$ cat src/rtl/board_scan_reader.sv
// Read-side master for the game-board memory: walks every cell in row-major order,
// issues one read per cell, and presents each returned word on a valid/ready stream.
module board_scan_reader #(
  parameter logic [31:0] BASE_ADDR  = 32'h1000,
  parameter int          ROWS       = 10,
  parameter int          COLS       = 10,
  parameter int          RD_LATENCY = 1
) (
  input  logic        clk,
  input  logic        rst,
  input  logic        start,
  input  logic        abort,
  output logic        mem_read,
  output logic [31:0] mem_addr,
  input  logic [31:0] mem_data,
  output logic        cell_valid,
  input  logic        cell_ready,
  output logic [31:0] cell_data,
  output logic [3:0]  cell_row,
  output logic [3:0]  cell_col,
  output logic        cell_last,
  output logic        busy,
  output logic        done,
  output logic [6:0]  nonzero_count
);

  typedef enum logic [2:0] {S_IDLE, S_ISSUE, S_WAIT, S_PRESENT, S_DONE} state_t;

  localparam logic [2:0] LAT      = 3'(RD_LATENCY);
  localparam logic [3:0] LAST_ROW = 4'(ROWS - 1);
  localparam logic [3:0] LAST_COL = 4'(COLS - 1);

  state_t      r_state;
  state_t      w_next;
  logic [3:0]  r_row;
  logic [3:0]  r_col;
  logic [2:0]  r_lat;
  logic [31:0] r_data;
  logic [6:0]  r_nz;
  logic        w_last_cell;
  logic        w_capture;
  logic        w_hs;
  logic        w_accept;

  function automatic logic [6:0] sat_inc(input logic [6:0] v);
    return (v == 7'd127) ? v : v + 7'd1;
  endfunction

  assign w_last_cell = (r_row == LAST_ROW) && (r_col == LAST_COL);
  assign w_accept    = (r_state == S_IDLE) && start;
  // r_lat holds the 1-based cycle number of the read while in WAIT
  assign w_capture   = !abort && (((r_state == S_ISSUE) && (LAT == 3'd1)) ||
                                  ((r_state == S_WAIT) && (r_lat == LAT)));
  assign w_hs        = (r_state == S_PRESENT) && cell_ready && !abort;

  always_ff @(posedge clk or posedge rst) begin
    if (rst) r_state <= S_IDLE;
    else     r_state <= w_next;
  end

  always_comb begin
    w_next = r_state;
    case (r_state)
      S_IDLE:    if (start) w_next = S_ISSUE;
      S_ISSUE:   if (abort) w_next = S_IDLE;
                 else if (LAT == 3'd1) w_next = S_PRESENT;
                 else w_next = S_WAIT;
      S_WAIT:    if (abort) w_next = S_IDLE;
                 else if (r_lat == LAT) w_next = S_PRESENT;
      S_PRESENT: if (abort) w_next = S_IDLE;
                 else if (cell_ready) w_next = w_last_cell ? S_DONE : S_ISSUE;
      S_DONE:    w_next = S_IDLE;
      default:   w_next = S_IDLE;
    endcase
  end

  always_comb begin
    mem_read   = 1'b0;
    cell_valid = 1'b0;
    cell_last  = 1'b0;
    busy       = 1'b0;
    done       = 1'b0;
    case (r_state)
      S_ISSUE, S_WAIT: begin
        mem_read = 1'b1;
        busy     = 1'b1;
      end
      S_PRESENT: begin
        cell_valid = 1'b1;
        cell_last  = w_last_cell;
        busy       = 1'b1;
      end
      S_DONE:  done = 1'b1;
      default: ;
    endcase
  end

  always_ff @(posedge clk or posedge rst) begin
    if (rst) begin
      r_row  <= 4'd0;
      r_col  <= 4'd0;
      r_lat  <= 3'd0;
      r_data <= 32'd0;
      r_nz   <= 7'd0;
    end else begin
      if (w_accept) begin
        r_row <= 4'd0;
        r_col <= 4'd0;
        r_nz  <= 7'd0;
      end else if (w_hs && !w_last_cell) begin
        if (r_col == LAST_COL) begin
          r_col <= 4'd0;
          r_row <= r_row + 4'd1;
        end else begin
          r_col <= r_col + 4'd1;
        end
      end
      if (r_state == S_ISSUE)     r_lat <= 3'd2;
      else if (r_state == S_WAIT) r_lat <= r_lat + 3'd1;
      if (w_capture) begin
        r_data <= mem_data;
        if (mem_data != 32'd0) r_nz <= sat_inc(r_nz);
      end
    end
  end

  assign mem_addr      = BASE_ADDR + ((32'(r_row) * 32'(COLS) + 32'(r_col)) << 2);
  assign cell_data     = r_data;
  assign cell_row      = r_row;
  assign cell_col      = r_col;
  assign nonzero_count = r_nz;

endmodule

$ cat config.mk
export PLATFORM = sky130hd
export DESIGN_NAME = board_scan_reader
export DESIGN_NICKNAME = d
export VERILOG_FILES = /design/src/rtl/board_scan_reader.sv
export SDC_FILE = /design/constraint.sdc
export NUM_CORES = 1
export LEC_CHECK = 0
export ABC_AREA = 1
export CORE_ASPECT_RATIO = 2
export CORE_MARGIN = 8
export CORE_UTILIZATION = 25
export DETAILED_ROUTE_END_ITERATION = 6
export GPL_TIMING_DRIVEN = 0
export PLACE_DENSITY_LB_ADDON = 0.15
export RECOVER_POWER = 50
export SLEW_MARGIN = 40
export SYNTH_ARGS = -nofsm -noshare
export SYNTH_HDL_FRONTEND = slang
export SYNTH_SLANG_ARGS = --single-unit
$ cat constraint.sdc
create_clock -name clk -period 4.05 [get_ports clk]
set_input_delay 0.81 -clock clk [delete_from_list [all_inputs] [get_ports clk]]
set_output_delay 0.81 -clock clk [all_outputs]
set_load 0.02 [all_outputs]
==> results.cfg, run 1 <==
[power]
p_total_mw = 2.62
peakVddDrop_mv = 0.240
p_leak_nw = 2.29
power_per_cell_area_mw_per_mm2 = 579

[die]
fp.dieW_um = 95.6
rows = 58
io_pins = 121
start_util_pct = 25.4
dieArea_mm2 = 0.0167
die_h_um = 175
core_area_mm2 = 0.0125

[logic_synthesis]
avgSynthCellArea_um2 = 7.70
async_reset_ff_share_pct = 100
yosysWarnings = 0
yosysSeqAreaShare_pct = 41.9
ys_top_cells_by_area = dfrtp_1 42%, nand2_1 17%, buf_4 7.1%
ys.flop_type = dfrtp_1
syn-instance-count = 411
synth_edf_count = 0
ys_ff_latch = 53
synthDistinctLibCells = 30
synth_top_area_share_pct = 41.9
synth_area_mm2 = 0.00317
yosys.area.top_type = dfrtp_1

[clock_tree]
root_buffer = clkbuf_16
clock_path_buffers = 2
insertion_delay_ns = 0.29
postCtsSetupRepairBufs = 0
cts_hold_buffers = 0
cts_buffers = 5
path_clk_slew_ns = 0.07
h-tree-depth = 2
cts_tree = yes
ctsResizeCount = 0
cts.sinks = 53

[global_route]
grt_pass1_vias = 3045
grt_pass1_wl_mm = 15.1
gr-total-overflow = 0
grt_usage_pct = 11.5
antenna_found_initial = 0
grt_max_degree = 32

[finish]
drive_gt1_share_pct = 8.36
register_area_mm2 = 0.00133
n_fill_cell = 1326
fin_area_mm2 = 0.00453
multi_input_area_mm2 = 0.00147
finish.utilization_pct = 36.3
diodes = 0
areaGrowthSynthToFinish_pct = 43.0
stdcell_count = 688
fin_nets = 590

[sta]
setup_violations = 0
max_freq_mhz = 264
fin_crit_ns = 3.79
hold_violations = 0
tns_ns = 0
drv_slew = 32
fin_crit_sh_pct = 93.5
rsz0062_at_grt = false
max_slew_margin_pct = -21.0
finalClockSkew_ns = 0.00542
tightest_slew_ns = 1.81

[routing]
vias = 2911
via_per_inst = 4.23
drt_iter0_drc = 72
dr.pass1.iters = 5
avgRoutedWirePerCell_um = 13.6
routed_wl_mm = 9.36
ant_nets = 0
drc = 0

[setup_path]
critical_path_buf_inv_count = 2
cp_common_cell = ha_1
worstPathCellList = ha_1 > ha_1 > fa_1 > inv_1 > nor3_1 > and3_1 > clkdlybuf4s50_1
cp_slowest_cell = clkdlybuf4s50_1
reg2reg_from = r_state[2]$_DFFE_PP0P_
ff2ff_path_depth = 7
critical-path-top-delay-family = adder cells
critPathKind = reg -> out
arrival_ns = 2.98
critPathCaptureType = output port
critPathLaunchType = flip-flop
r2r_slack_ns = 1.90
required_ns = 3.24
slowest_delay_ns = 0.60
critPathMaxFanout = 7
r2r-end = r_state[0]$_DFFE_PP0P_

[min_path]
worstHoldPathCells = 2
worstHoldStart = cell_data[0]$_DFFE_PP0N_
whs_endpoint = cell_data[0]$_DFFE_PP0N_
min_path_type = reg -> reg

[run_status]
violations = max-capacitance violations, max-slew violations
status = complete, but fails checks

[placement]
dp_cells = 680
port_buffers = 97
place_hpwl_mm = 7.66
place_area_mm2 = 0.00443
place_congestion = 0.774

[job]
maxCapViolations = 1
placed cells by master (no fill, tap or decap), types with 6 or more instances in the layout:
cell and instances:
xor2_1 8, nand2_1 142, clkdlybuf4s50_1 95, nor2_1 39, ha_1 14, clkbuf_1 6
inv_1 45, o21ai_1 7, conb_1 23, nand3_1 20, o21ai_0 11, buf_4 26
dfrtp_1 53
state kept, by name (all words and copies together) (netlist names):
name and cells:
r_lat 3, cell_data 32, cell_row 4, nonzero_count 7
r_state 3, cell_col 4
cells in the mapped netlist (all sizes together), types with 2 or more instances:
| cell type | number |
|---|---|
| a21oi | 5 |
| buf | 33 |
| conb | 2 |
| dfrtp | 53 |
| fa | 2 |
| ha | 14 |
| inv | 47 |
| nand2 | 146 |
| nand3 | 21 |
| nand4 | 4 |
| nor2 | 41 |
| nor3 | 3 |
| o211ai | 2 |
| o21ai | 18 |
| or2 | 2 |
| xnor2 | 5 |
| xor2 | 8 |
cells by family (layout without fill, tap and decap cells):
kind of cell	Yosys count	in the layout	synth area share, %
flip-flops	53	53	41.9
adder cells (fa/ha/maj)	16	16	6.80
other	2	23	0.237
buffers and inverters	80	186	13.8
AO/OA/AOI/OAI	28	28	4.78
AND/OR/NAND/NOR	219	219	28.9
XOR/XNOR	13	13	3.60
where the power goes:
group / switching, mW / internal, mW / total (mW)
Combinational: 0.722 / 0.597 / 1.32
Clock: 0.200 / 0.247 / 0.446
Sequential: 0.148 / 0.709 / 0.856
worst min-delay path: stages (launching register included):
cell     delay (ns)
dfrtp_1        0.35
nand2_1        0.05
nand2_1        0.05
worst max path at each step:
stage | startpoint | cells past startpoint | endpoint | slack, ns
3_3_place_gp | cell_row[1]$_DFFE_PP0P_ | 7 | mem_addr[10] | 0.61
6_report | cell_row[1]$_DFFE_PP0P_ | 7 | mem_addr[10] | 0.26
5_1_grt | cell_row[1]$_DFFE_PP0P_ | 7 | mem_addr[10] | 0.11
2_1_floorplan | cell_row[1]$_DFFE_PP0P_ | 6 | mem_addr[8] | 1.04
4_1_cts | cell_row[1]$_DFFE_PP0P_ | 7 | mem_addr[10] | 0.23
3_5_place_dp | cell_row[1]$_DFFE_PP0P_ | 7 | mem_addr[10] | 0.56
final cells by class:
type / instances / area share [%]
Multi-Input combinational cell: 299 / 32.5
Tap cell: 150 / 4.14
Timing Repair Buffer: 98 / 21.5
Buffer: 33 / 5.22
Inverter: 47 / 3.92
Clock inverter: 2 / 0.304
Sequential cell: 53 / 29.3
Clock buffer: 6 / 3.07
stage by stage:
step                      hold slack [ns]  worst slack, ns
after floorplan                     0.492             1.04
after global placement              0.462            0.613
after detailed placement            0.468            0.556
after CTS                           0.493            0.227
after global routing                0.509            0.110
final                               0.485            0.263
routing by layer:
layer | wire [µm] | global-route usage, % | share of wire, %
met1 | 3150 | 10.4 | 34
met2 | 5380 | 22.6 | 57
met3 | 636 | 2.67 | 6.8
met4 | 195 | 4.52 | 2.1
met5 | 0 | 0 | 0
No activity file was read; power rests on OpenSTA's default activity.
==> inputs of run 2 (changes only) <==
==> constraint.sdc (replaced) <==
create_clock -name clk -period 4.05 [get_ports clk]
set_input_delay 0.6075 -clock clk [delete_from_list [all_inputs] [get_ports clk]]
set_output_delay 0.6075 -clock clk [all_outputs]
set_load 0.02 [all_outputs]
==> run 2 against run 1 <==
  * The run still ends with max-capacitance violations, max-slew violations left
  * Die area is the same
  * Final cell count is the same
  * Design area is the same
  * Routed wire length is essentially flat
  * First-iteration DRC count is the same
  * Total power is essentially flat
  * Largest cell class unchanged
  * Largest power group unchanged
==> results.cfg, run 2 (synthesis results as in run 1) <==
[run_status]
status = complete, but fails checks
violations = max-capacitance violations, max-slew violations

[routing]
ant_nets = 0
avgRoutedWirePerCell_um = 13.6
drc = 0
vias = 2903
dr.pass1.iters = 5
via_per_inst = 4.22
drt_iter0_drc = 72
routed_wl_mm = 9.36

[setup_path]
cp_slowest_cell = clkdlybuf4s50_1
arrival_ns = 2.98
critPathLaunchType = flip-flop
critPathKind = reg -> out
slowest_delay_ns = 0.60
critical_path_buf_inv_count = 2
critPathCaptureType = output port
cp_common_cell = ha_1
critical-path-top-delay-family = adder cells
required_ns = 3.44
critPathMaxFanout = 7
worstPathCellList = ha_1 > ha_1 > fa_1 > inv_1 > nor3_1 > and3_1 > clkdlybuf4s50_1

[power]
p_leak_nw = 2.29
peakVddDrop_mv = 0.240
power_per_cell_area_mw_per_mm2 = 579

[sta]
fin_crit_sh_pct = 88.5
max_freq_mhz = 279
hold_violations = 0
max_slew_margin_pct = -20.9
rsz0062_at_grt = false
setup_violations = 0
drv_slew = 32
worst_slack_ns = 0.466
tns_ns = 0
whs_ns = 0.485
finalClockSkew_ns = 0.00540
tightest_slew_ns = 1.81
fin_crit_ns = 3.58

[min_path]
min_path_type = reg -> reg

[die]
die_h_um = 175
core_area_mm2 = 0.0125
rows = 58
fp.dieW_um = 95.6
start_util_pct = 25.4
io_pins = 121
dieArea_mm2 = 0.0167

[placement]
port_buffers = 97
place_hpwl_mm = 7.66
dp_slack_ns = 0.759
place_congestion = 0.774

[finish]
diodes = 0
n_fill_cell = 1326
layout_common_cells = 142 x nand2_1, 96 x clkdlybuf4s50_1, 53 x dfrtp_1, 45 x inv_1, 39 x nor2_1
fin_nets = 590
areaGrowthSynthToFinish_pct = 43.0
largest_register_ffs = 32
drive_gt1_share_pct = 8.36
final_common_cell = nand2_1

[global_route]
grt_max_degree = 32
gr-total-overflow = 0
antenna_found_initial = 0
grt_pass1_wl_mm = 15.1
grt_pass1_vias = 3045
grt_usage_pct = 11.5

[clock_tree]
h-tree-depth = 2
path_clk_slew_ns = 0.07
root_buffer = clkbuf_16
cts_tree = yes
cts.sinks = 53
cts_buffers = 5
postCtsSetupRepairBufs = 0
cts_hold_buffers = 0
insertion_delay_ns = 0.29
clock_path_buffers = 2
ctsResizeCount = 0

[job]
maxCapViolations = 1
## run 2: cell count changes in the layout (fill, tap and decap cells not counted)
cell / change
clkdlybuf4s50_1: +1
o21ai_1: +1
dlygate4sd3_1: -1
o21ai_0: -1
## run 2: routing by layer
| metal | track usage [%] | routed length (µm) | share of wire, % | vias up |
|---|---|---|---|---|
| li1 | - | - | - | 1464 |
| met1 | 10.4 | 3150 | 34 | 1341 |
| met2 | 22.6 | 5380 | 57 | 87 |
| met3 | 2.67 | 632 | 6.8 | 11 |
| met4 | 4.52 | 195 | 2.1 | 0 |
| met5 | 0 | 0 | 0 | - |
## run 2: path summary, 6_finish.rpt
check                      slack (ns)                      from                      endpoint  depth (start not counted)
setup / recovery                 0.47   cell_row[1]$_DFFE_PP0P_                  mem_addr[10]                          7
max in group asynchronous        0.93                       rst  nonzero_count[2]$_DFFE_PP0P_                          3
setup reg to reg                 1.90    r_state[2]$_DFFE_PP0P_        r_state[0]$_DFFE_PP0P_                          7
hold reg to reg                  0.49  cell_data[0]$_DFFE_PP0N_      cell_data[0]$_DFFE_PP0N_                          2
min in group asynchronous        0.96                       rst       cell_col[2]$_DFFE_PP0P_                          2
hold / removal                   0.49  cell_data[0]$_DFFE_PP0N_      cell_data[0]$_DFFE_PP0N_                          2
## run 2: power by group
| part | internal [mW] | switching [mW] | total (mW) | leakage (nW) |
|---|---|---|---|---|
| clock network | 0.247 | 0.200 | 0.446 | 0.0768 |
| logic | 0.597 | 0.722 | 1.32 | 1.53 |
| registers | 0.709 | 0.148 | 0.857 | 0.690 |
## run 2: metrics by stage
step	instances	cell area, µm²	power (mW)	util, %
finish	688	4530	2.62	36.3
global route	688	4530	2.82	36.3
global placement	679	4400	2.22	35.3
detailed placement	680	4430	2.24	35.5
floorplan	432	3240	1.61	-
CTS	688	4580	2.71	36.7
## run 2: cell type report
class / instances / area, µm² / share of cell area [%]
tap: 150 / 188 / 4.14
inverter: 47 / 178 / 3.92
sequential: 53 / 1330 / 29.3
clock inverter: 2 / 13.8 / 0.304
timing repair buffer: 98 / 975 / 21.5
clock buffer: 6 / 139 / 3.07
buffer: 33 / 236 / 5.22
multi-input combinational: 299 / 1470 / 32.5
## run 2: worst reg2reg max path, cell delays in order, from the launching register on
cell and delay, ns:
dfrtp_1 0.44, inv_1 0.14, nand3_1 0.22, nand2_1 0.08, nand3_1 0.15, clkbuf_1 0.42
clkbuf_1 0.44, nand3_1 0.13
